### config.mk
export PLATFORM = sky130hd
export DESIGN_NAME = mem_port_arbiter_flat
export DESIGN_NICKNAME = d
export VERILOG_FILES = /design/src/rtl/mem_port_arbiter_if.sv /design/src/rtl/mem_port_arbiter.sv /design/src/flat_wrapper.sv
export SDC_FILE = /design/constraint.sdc
export NUM_CORES = 1
export LEC_CHECK = 0
export ABC_AREA = 1
export ABC_CLOCK_PERIOD_IN_PS = 1900
export BUFFER_PORTS_ARGS = -buffer_cell sky130_fd_sc_hd__buf_2
export CAP_MARGIN = 20
export CORE_ASPECT_RATIO = 1.25
export CORE_MARGIN = 4
export CORE_UTILIZATION = 36
export CTS_CLUSTER_SIZE = 28
export DETAILED_ROUTE_END_ITERATION = 6
export HOLD_SLACK_MARGIN = 0.12
export SETUP_SLACK_MARGIN = 0.02
export SYNTH_ARGS = -nofsm -noshare
export SYNTH_HDL_FRONTEND = slang
export SYNTH_SLANG_ARGS = --single-unit
### constraint.sdc
create_clock -name clk -period 1.9 [get_ports clk]
set_input_delay 0.38 -clock clk [delete_from_list [all_inputs] [get_ports clk]]
set_output_delay 0.38 -clock clk [all_outputs]
set_load 0.01 [all_outputs]
### src/rtl/mem_port_arbiter_if.sv
// Purpose : request/grant/response bundle between the two pipeline requesters, the arbiter and memory.
// Latency : none, wires only.
// Backpressure: requesters hold req until gnt; the arbiter accepts one transaction at a time.
// Modports: slave  = arbiter view (takes requests and mem_ack/mem_rdata, drives gnt/rvalid/rdata/mem cmd/err)
//           master = environment view (fetch and data requesters plus the memory model)
interface mem_port_arbiter_if #(
    parameter int ADDR_W = 32,
    parameter int DATA_W = 64
);
    // fetch requester
    logic              if_req;
    logic [ADDR_W-1:0] if_addr;
    logic              if_gnt;
    logic              if_rvalid;
    logic [31:0]       if_rdata;
    // data requester
    logic              d_req;
    logic              d_we;
    logic [ADDR_W-1:0] d_addr;
    logic [DATA_W-1:0] d_wdata;
    logic              d_gnt;
    logic              d_rvalid;
    logic [DATA_W-1:0] d_rdata;
    // memory command / completion
    logic              mem_en;
    logic              mem_we;
    logic [ADDR_W-1:0] mem_addr;
    logic [DATA_W-1:0] mem_wdata;
    logic              mem_ack;
    logic [DATA_W-1:0] mem_rdata;
    logic              err;

    modport slave (
        input  if_req, if_addr, d_req, d_we, d_addr, d_wdata, mem_ack, mem_rdata,
        output if_gnt, if_rvalid, if_rdata, d_gnt, d_rvalid, d_rdata,
               mem_en, mem_we, mem_addr, mem_wdata, err
    );

    modport master (
        output if_req, if_addr, d_req, d_we, d_addr, d_wdata, mem_ack, mem_rdata,
        input  if_gnt, if_rvalid, if_rdata, d_gnt, d_rvalid, d_rdata,
               mem_en, mem_we, mem_addr, mem_wdata, err
    );
endinterface

### src/rtl/mem_port_arbiter.sv
// Purpose : shares one memory port between fetch (IF) and load/store (MEM); data wins, fetch forced after STARVE_MAX losses.
// Latency : req sampled in IDLE at N -> gnt+mem_en at N+1 -> rvalid one cycle after mem_ack (earliest N+2); 3-cycle minimum period.
// Backpressure: requesters hold req until their gnt pulse; one transaction outstanding; BUSY ends on mem_ack or after TIMEOUT cycles (err).
// Ports: clk, reset (async, active-low), bus (mem_port_arbiter_if.slave: per-requester req/gnt/rvalid/rdata, memory command, err).
module mem_port_arbiter #(
    parameter int ADDR_W     = 32,
    parameter int DATA_W     = 64,
    parameter int STARVE_MAX = 4,
    parameter int TIMEOUT    = 16
) (
    input  logic                clk,
    input  logic                reset,
    mem_port_arbiter_if.slave   bus
);
    localparam int SC_W = $clog2(STARVE_MAX + 1);
    localparam int TC_W = $clog2(TIMEOUT);
    localparam logic [SC_W-1:0] STARVE_LIM = SC_W'(STARVE_MAX);
    localparam logic [TC_W-1:0] TMO_LAST   = TC_W'(TIMEOUT - 1);

    typedef enum logic [1:0] {
        IDLE   = 2'd0,
        BUSY_I = 2'd1,
        BUSY_D = 2'd2,
        RESP   = 2'd3
    } state_t;

    state_t            state_q, state_d;
    logic [SC_W-1:0]   starve_q, starve_d;
    logic [TC_W-1:0]   tmo_q;

    logic              fetch_wins, data_wins, in_busy, done, timed_out;
    logic [DATA_W-1:0] resp_data;

    // next values of the registered outputs
    logic              if_gnt_d, d_gnt_d, mem_en_d, if_rvalid_d, d_rvalid_d, err_d;

    // registered outputs and latched command
    logic              if_gnt_q, d_gnt_q, mem_en_q, mem_we_q, if_rvalid_q, d_rvalid_q, err_q;
    logic [31:0]       if_rdata_q;
    logic [DATA_W-1:0] d_rdata_q, mem_wdata_q;
    logic [ADDR_W-1:0] mem_addr_q;

    // Arbitration and completion decode. Requests only matter in IDLE;
    // mem_ack only matters in BUSY_x.
    always_comb begin
        fetch_wins = bus.if_req && (!bus.d_req || (starve_q == STARVE_LIM));
        data_wins  = bus.d_req && !fetch_wins;
        in_busy    = (state_q == BUSY_I) || (state_q == BUSY_D);
        // ack on the last allowed cycle still counts as a normal completion
        timed_out  = in_busy && !bus.mem_ack && (tmo_q == TMO_LAST);
        done       = in_busy && (bus.mem_ack || (tmo_q == TMO_LAST));
        resp_data  = bus.mem_ack ? bus.mem_rdata : '0;
    end

    // state register
    always_ff @(posedge clk or negedge reset) begin
        if (!reset) begin
            state_q  <= IDLE;
            starve_q <= '0;
            tmo_q    <= '0;
        end else begin
            state_q  <= state_d;
            starve_q <= starve_d;
            // counter is 0 on BUSY entry and back to 0 once BUSY is left
            tmo_q    <= (in_busy && !done) ? tmo_q + 1'b1 : '0;
        end
    end

    // next-state logic
    always_comb begin
        state_d = state_q;
        unique case (state_q)
            IDLE: begin
                if (data_wins)       state_d = BUSY_D;
                else if (fetch_wins) state_d = BUSY_I;
            end
            BUSY_I, BUSY_D: begin
                if (done) state_d = RESP;
            end
            RESP:    state_d = IDLE;
            default: state_d = IDLE;
        endcase
    end

    // output logic: values the output registers take at the next edge
    always_comb begin
        if_gnt_d    = (state_q == IDLE) && fetch_wins;
        d_gnt_d     = (state_q == IDLE) && data_wins;
        mem_en_d    = if_gnt_d || d_gnt_d;
        if_rvalid_d = (state_q == BUSY_I) && done;
        d_rvalid_d  = (state_q == BUSY_D) && done;
        err_d       = timed_out;

        // starvation count: consecutive data grants made while fetch was waiting
        starve_d = starve_q;
        if (d_gnt_d) begin
            if (!bus.if_req)              starve_d = '0;
            else if (starve_q != STARVE_LIM) starve_d = starve_q + 1'b1;
        end else if (if_gnt_d) begin
            starve_d = '0;
        end
    end

    // output registers and command latch
    always_ff @(posedge clk or negedge reset) begin
        if (!reset) begin
            if_gnt_q    <= 1'b0;
            d_gnt_q     <= 1'b0;
            mem_en_q    <= 1'b0;
            mem_we_q    <= 1'b0;
            if_rvalid_q <= 1'b0;
            d_rvalid_q  <= 1'b0;
            err_q       <= 1'b0;
            if_rdata_q  <= '0;
            d_rdata_q   <= '0;
            mem_addr_q  <= '0;
            mem_wdata_q <= '0;
        end else begin
            if_gnt_q    <= if_gnt_d;
            d_gnt_q     <= d_gnt_d;
            mem_en_q    <= mem_en_d;
            if_rvalid_q <= if_rvalid_d;
            d_rvalid_q  <= d_rvalid_d;
            err_q       <= err_d;
            // command stays latched through BUSY and until the next grant
            if (mem_en_d) begin
                mem_addr_q  <= data_wins ? bus.d_addr : bus.if_addr;
                mem_we_q    <= data_wins && bus.d_we;
                mem_wdata_q <= (data_wins && bus.d_we) ? bus.d_wdata : '0;
            end
            // read data holds until the owner's next response
            if (if_rvalid_d) if_rdata_q <= resp_data[31:0];
            if (d_rvalid_d)  d_rdata_q  <= mem_we_q ? '0 : resp_data;
        end
    end

    assign bus.if_gnt    = if_gnt_q;
    assign bus.if_rvalid = if_rvalid_q;
    assign bus.if_rdata  = if_rdata_q;
    assign bus.d_gnt     = d_gnt_q;
    assign bus.d_rvalid  = d_rvalid_q;
    assign bus.d_rdata   = d_rdata_q;
    assign bus.mem_en    = mem_en_q;
    assign bus.mem_we    = mem_we_q;
    assign bus.mem_addr  = mem_addr_q;
    assign bus.mem_wdata = mem_wdata_q;
    assign bus.err       = err_q;
endmodule

### src/flat_wrapper.sv
// flat-port wrapper written by rule: the top's interface ports become plain ports
module mem_port_arbiter_flat 
#(
    parameter int ADDR_W     = 32,
    parameter int DATA_W     = 64,
    parameter int STARVE_MAX = 4,
    parameter int TIMEOUT    = 16
)
  (clk, reset, bus_if_req, bus_if_addr, bus_d_req, bus_d_we, bus_d_addr, bus_d_wdata, bus_mem_ack, bus_mem_rdata, bus_if_gnt, bus_if_rvalid, bus_if_rdata, bus_d_gnt, bus_d_rvalid, bus_d_rdata, bus_mem_en, bus_mem_we, bus_mem_addr, bus_mem_wdata, bus_err);
  mem_port_arbiter_if #(.ADDR_W(ADDR_W), .DATA_W(DATA_W)) bus_i ();
  input  logic clk;
  input  logic reset;
  input wire logic [$bits(bus_i.if_req)-1:0] bus_if_req;
  input wire logic [$bits(bus_i.if_addr)-1:0] bus_if_addr;
  input wire logic [$bits(bus_i.d_req)-1:0] bus_d_req;
  input wire logic [$bits(bus_i.d_we)-1:0] bus_d_we;
  input wire logic [$bits(bus_i.d_addr)-1:0] bus_d_addr;
  input wire logic [$bits(bus_i.d_wdata)-1:0] bus_d_wdata;
  input wire logic [$bits(bus_i.mem_ack)-1:0] bus_mem_ack;
  input wire logic [$bits(bus_i.mem_rdata)-1:0] bus_mem_rdata;
  output wire logic [$bits(bus_i.if_gnt)-1:0] bus_if_gnt;
  output wire logic [$bits(bus_i.if_rvalid)-1:0] bus_if_rvalid;
  output wire logic [$bits(bus_i.if_rdata)-1:0] bus_if_rdata;
  output wire logic [$bits(bus_i.d_gnt)-1:0] bus_d_gnt;
  output wire logic [$bits(bus_i.d_rvalid)-1:0] bus_d_rvalid;
  output wire logic [$bits(bus_i.d_rdata)-1:0] bus_d_rdata;
  output wire logic [$bits(bus_i.mem_en)-1:0] bus_mem_en;
  output wire logic [$bits(bus_i.mem_we)-1:0] bus_mem_we;
  output wire logic [$bits(bus_i.mem_addr)-1:0] bus_mem_addr;
  output wire logic [$bits(bus_i.mem_wdata)-1:0] bus_mem_wdata;
  output wire logic [$bits(bus_i.err)-1:0] bus_err;
  assign bus_i.if_req = bus_if_req;
  assign bus_i.if_addr = bus_if_addr;
  assign bus_i.d_req = bus_d_req;
  assign bus_i.d_we = bus_d_we;
  assign bus_i.d_addr = bus_d_addr;
  assign bus_i.d_wdata = bus_d_wdata;
  assign bus_i.mem_ack = bus_mem_ack;
  assign bus_i.mem_rdata = bus_mem_rdata;
  assign bus_if_gnt = bus_i.if_gnt;
  assign bus_if_rvalid = bus_i.if_rvalid;
  assign bus_if_rdata = bus_i.if_rdata;
  assign bus_d_gnt = bus_i.d_gnt;
  assign bus_d_rvalid = bus_i.d_rvalid;
  assign bus_d_rdata = bus_i.d_rdata;
  assign bus_mem_en = bus_i.mem_en;
  assign bus_mem_we = bus_i.mem_we;
  assign bus_mem_addr = bus_i.mem_addr;
  assign bus_mem_wdata = bus_i.mem_wdata;
  assign bus_err = bus_i.err;
  mem_port_arbiter #(.ADDR_W(ADDR_W), .DATA_W(DATA_W), .STARVE_MAX(STARVE_MAX), .TIMEOUT(TIMEOUT)) u_core (.clk(clk), .reset(reset), .bus(bus_i));
endmodule
==> Word-level counts from Yosys, hierarchy flattened <==
Index checks and enable logic that the tools add are counted.
{ "word_totals": {"regBits": 208, "in_bits": 198, "output_inout_bits": 199, "elab_cells": 62} }
{ "classes": {"n_addsub": 2, "n_eq_ne": 9, "mux": 13, "reduce_logical": 24} }
{ "ops": {"columns": ["op", "count"], "rows": [
  ["$mux W64", 3],
  ["$mux W32", 1],
  ["$mux W3", 4],
  ["$logic_and A1 B1 Y1", 11],
  ["$mux W2", 3],
  ["$ne A3 B3 Y1 const B", 2],
  ["$pmux W2 S3", 1],
  ["$add A4 B1 Y4 const B", 1],
  ["$eq A2 B2 Y1 const B", 2],
  ["$eq A4 B4 Y1 const B", 1],
  ["$logic_not A1 Y1", 4],
  ["$logic_or A1 B1 Y1", 4],
  ["$mux W4", 1],
  ["$reduce_and A2 Y1", 2],
  ["$add A3 B1 Y3 const B", 1],
  ["$eq A3 B3 Y1 const B", 1],
  ["$ne A3 B1 Y1 const B", 1],
  ["$eq A2 B1 Y1 const B", 1],
  ["$logic_not A2 Y1", 1],
  ["$ne A2 B1 Y1 const B", 1],
  ["$reduce_bool A2 Y1", 1],
  ["$reduce_or A2 Y1", 1]
]} }

==> Logic depth before layout (Yosys ltp) <==
{ "depth": {"ltp_word": 8, "mapped_depth": 9} }

==> Worst setup path before layout <==
No wires, ideal clock.
{ "synth_path": {"path_kind": "register to register", "start": "register u_core.state_q[0]", "end": "register u_core.mem_wdata_q[0], in the netlist u_core.bus.mem_wdata[0]", "setup_time_ns": 0.066, "t_arrival_ns": 1.410, "slack_ns": 0.424, "stages_incl_launch_ff": 10, "path_buffers": 3, "period_less_slack_ns": 1.476, "cell_sequence": "dfrtp_1 -> inv_1 -> ha_1 -> buf_2 -> o21ai_4 -> nor2_1 -> buf_4 -> buf_2 -> nand3_1 -> nand2_1"} }
{ "synth_via": {"elab_chain_cells": 3} }
{ "synth_lines": {"columns": ["item", "line", "source"], "rows": [
  ["from (decl)", "mem_port_arbiter.sv:27", "state_t state_q, state_d;"],
  ["from (signal assigned)", "mem_port_arbiter.sv:62", "state_q <= state_d;"],
  ["$logic_not A2 Y1 *", "mem_port_arbiter.sv:87, mem_port_arbiter.sv:88", null],
  ["$logic_and A1 B1 Y1, on equally long branches", "mem_port_arbiter.sv:87, mem_port_arbiter.sv:88", null],
  ["$logic_or A1 B1 Y1 *", "mem_port_arbiter.sv:89", "mem_en_d = if_gnt_d || d_gnt_d;"],
  ["to (signal assigned)", "mem_port_arbiter.sv:129", "mem_wdata_q <= (data_wins && bus.d_we) ? bus.d_wdata : '0;"],
  ["to (decl)", "mem_port_arbiter.sv:40", "logic [DATA_W-1:0] d_rdata_q, mem_wdata_q;"]
]} }
Every way passes the cells marked *; elsewhere a longest branch is shown, timed or not.
A chain may end at the register's enable or synchronous reset.

==> Worst setup path in the final report <==
{ "layout_path": {"start": "register u_core.state_q[0]", "end": "register u_core.mem_addr_q[10], in the netlist u_core.bus.mem_addr[10]"} }
{ "layout_via": {"elab_chain_cells": 3} }
{ "layout_lines": {"columns": ["item", "line", "source"], "rows": [
  ["$logic_not A2 Y1 *", "mem_port_arbiter.sv:87, mem_port_arbiter.sv:88", null],
  ["$logic_and A1 B1 Y1, on equally long branches", "mem_port_arbiter.sv:87, mem_port_arbiter.sv:88", null],
  ["$logic_or A1 B1 Y1 *", "mem_port_arbiter.sv:89", null],
  ["to (signal assigned)", "mem_port_arbiter.sv:127", "mem_addr_q <= data_wins ? bus.d_addr : bus.if_addr;"],
  ["to (decl)", "mem_port_arbiter.sv:41", "logic [ADDR_W-1:0] mem_addr_q;"]
]} }
Marked as above.

==> results by group <==
CTS
  – Clk Latency, worst-skew pair: 500 ps
  – TritonCTS clock tree: built
  – Clock slew at the register clock pins of the worst setup and hold paths: 70 ps
  – Post-CTS Resized: 0
  – Clk sink count: 208
  – Total CTS buffers: 22
  – Clock root cell: clkbuf_16
  – # hold bufs at CTS: 78
  – H-tree depth: 1
  – Post-CTS setup repair buffer count: 0
  – Max Root-Sink Buffers: 3

STA
  – Slew @ Worst Pin: 676.1 ps
  – RSZ-0062 raised after global routing: no
  – Minimum clock period after layout: 1677 ps
  – Final setup viols: 0
  – Slew margin rel.: 54.86%
  – Clk_skew: 14.31 ps
  – Period utilisation layout: 88.28%
  – Fmax: 596.2 MHz
  – Final worst slack: 222.7 ps
  – Final hold vios: 0
  – Pins Over Slew Limit: 0
  – Sum of negative setup slack: 0 ps

Yosys
  – Mean area per synthesized cell: 8.432 um^2
  – Top post-synthesis cells by area: dfrtp_1 (59%), nand2_1 (17%), nand3_1 (9.2%)
  – Synth area leader: dfrtp_1
  – Post-synth cell types: 19
  – FFs w/ async S/R, synth: 100.0%
  – Post-synthesis sequential area ratio: 58.57%
  – Top cell type's share of synthesized area: 58.57%
  – YS warnings: 0
  – Most used flip-flop cell after synthesis: dfrtp_1
  – #FFs+latches synth: 208
  – Syn Nets: 1,258
  – Mapped cell area: 0.008887 mm^2
  – Gate Count Post-Synth: 1,054
  – Post-synth EDFFs: 0

Floorplanning
  – Die area: 0.02728 mm^2
  – I/O pins: 397
  – Core Box Area: 0.02442 mm^2
  – Die W: 148.5 um
  – Die height: 183.7 um
  – Starting Density: 36.39%
  – Rows: 64

Worst setup path
  – WP data required: 2340 ps
  – Worst Setup End Kind: register
  – Type of origin of the critical path: register
  – Critical Path AT: 2120 ps
  – WS Path Type: register to register
  – CP max FO: 35
  – CP max-delay cell: inv_2
  – Crit path cell chain: inv_1 -> ha_1 -> o21ai_4 -> inv_2 -> nand3_1 -> nand2_1
  – Largest stage delay, worst path: 510 ps

Global routing
  – Total GRT Usage: 20.59%
  – Largest net degree at the start of global routing: 82
  – Total grt overflow: 0
  – Global-route wire length before repair: 45,880 um
  – Number of global-route vias before repair: 8,667
  – Initial antenna violation count: 1

Detailed routing
  – Drt first pass iters: 5
  – Antenna Violating Nets Remaining: 0
  – Routed via count: 8,622
  – Number of DRC markers in iteration 0: 402
  – DRC viols: 0
  – Via density: 4.653
  – WL per Instance: 15.55 um
  – Final WL: 28,820 um

Cells and area
  – Final core utilization: 52.74%
  – FF/Latch Area: 0.005205 mm^2
  – Nets: 1,707
  – Layout cells sized above 1: 30.68%
  – Commonest non-fill, non-tap cell in the layout: nand2_1
  – Multi-input gate area: 0.003049 mm^2
  – Number of fill cells: 2,301
  – Finished Layout Cells: 1,853
  – Area growth syn-to-layout: 44.94%
  – Most frequent cells in the layout: nand2_1 (402), buf_2 (395), dfrtp_1 (208)

Place
  – Port bufs: 396
  – # placed instances: 1,731
  – Dpl ws: 243.9 ps
  – Routability cong.: 0.8251
  – Hpwl dp: 19,610 um

Pwr
  – Overall power: 18.27 mW
  – PD cells: 1419 mW/mm^2
  – Pleak: 7.334 nW
  – Peak supply drop: 0.7712 mV

Worst hold path
  – Min-delay worst type: input port to register

Outcome
  – Run status: completed

Flow run
  – Max Cap Viol: 0
==> metal layers <==
layer	track usage, %	part of all wire [%]	vias up
li1	-	-	4227
met1	26.41	40	3988
met2	34.11	49	345
met3	4.710	7.6	62
met4	7.689	3.5	0
met5	0	0	-
==> flip-flops by register name, indices dropped and copies added (netlist names), 2 cells and up <==
signal / flops
u_core.bus.mem_addr: 32
u_core.starve_q: 3
u_core.bus.if_rdata: 32
u_core.bus.d_rdata: 64
u_core.tmo_q: 4
u_core.state_q: 2
u_core.bus.mem_wdata: 64
==> cell usage after synthesis (6+ instances only) <==
cell type / n
dfrtp_1: 208
ha_1: 6
o21ai_0: 75
nor2_1: 12
clkbuf_1: 28
inv_1: 80
o21ai_1: 24
nand2_1: 402
nand3_1: 164
buf_4: 8
buf_2: 35
==> power breakdown <==
| part | switching [mW] | total, mW | internal, mW |
|---|---|---|---|
| combinational | 4.06 | 6.70 | 2.64 |
| sequential | 0.946 | 7.12 | 6.18 |
| clock | 1.81 | 4.45 | 2.64 |
==> path summary, 6_finish.rpt <==
kind / to / startpoint / slack [ps] / cells after the start
min in group asynchronous: u_core.bus.d_rdata[1]$_DFFE_PN0P_ / reset / 430 / 2
max in group asynchronous: u_core.bus.mem_addr[3]$_DFFE_PN0P_ / reset / 870 / 3
setup / recovery: u_core.bus.mem_addr[10]$_DFFE_PN0P_ / u_core.state_q[0]$_DFFE_PN0P_ / 220 / 6
setup reg to reg: u_core.bus.mem_addr[10]$_DFFE_PN0P_ / u_core.state_q[0]$_DFFE_PN0P_ / 220 / 6
hold / removal: u_core.bus.mem_wdata[12]$_DFFE_PN0P_ / bus_d_wdata[12] / 140 / 3
hold reg to reg: u_core.bus.mem_addr[23]$_DFFE_PN0P_ / u_core.bus.mem_addr[23]$_DFFE_PN0P_ / 470 / 2
==> cell type report <==
| class | count | area share [%] |
|---|---|---|
| tap | 330 | 3.205 |
| multi-input combinational | 691 | 23.67 |
| timing repair buffer | 498 | 24.37 |
| sequential | 208 | 40.41 |
| clock buffer | 30 | 4.973 |
| clock inverter | 10 | 0.9034 |
| antenna | 4 | 0.07771 |
| inverter | 82 | 2.390 |
==> critical path, delay by kind of cell, from the launching register on <==
| family | cells | cell delay (ps) |
|---|---|---|
| AOI/OAI and AO/OA | 1 | 120 |
| adders and majority gates | 1 | 220 |
| buffers and inverters | 2 | 600 |
| DFF | 1 | 400 |
| and+or+nand+nor | 2 | 250 |
==> per-stage QoR <==
stage / hold WS, ps / cell area (um^2)
global route: 131.8 / 12870
finish: 139.1 / 12880
floorplan: 84.41 / 8887
global placement: 407.8 / 11330
detailed placement: 403.6 / 11330
CTS: 120.6 / 12870
==> cells by family (layout without fill, tap and decap cells) <==
logic type	Yosys count	in the layout	share of synthesized area, %
other	0	4	0
buffers and inverters	155	620	7.377
and+or+nand+nor	580	580	26.90
xor gates and xnor gates	3	3	0.2957
AOI/OAI and AO/OA	102	102	6.012
adders and majority gates	6	6	0.8447
DFF	208	208	58.57
Note: power is estimated with default switching activity, not from simulation.
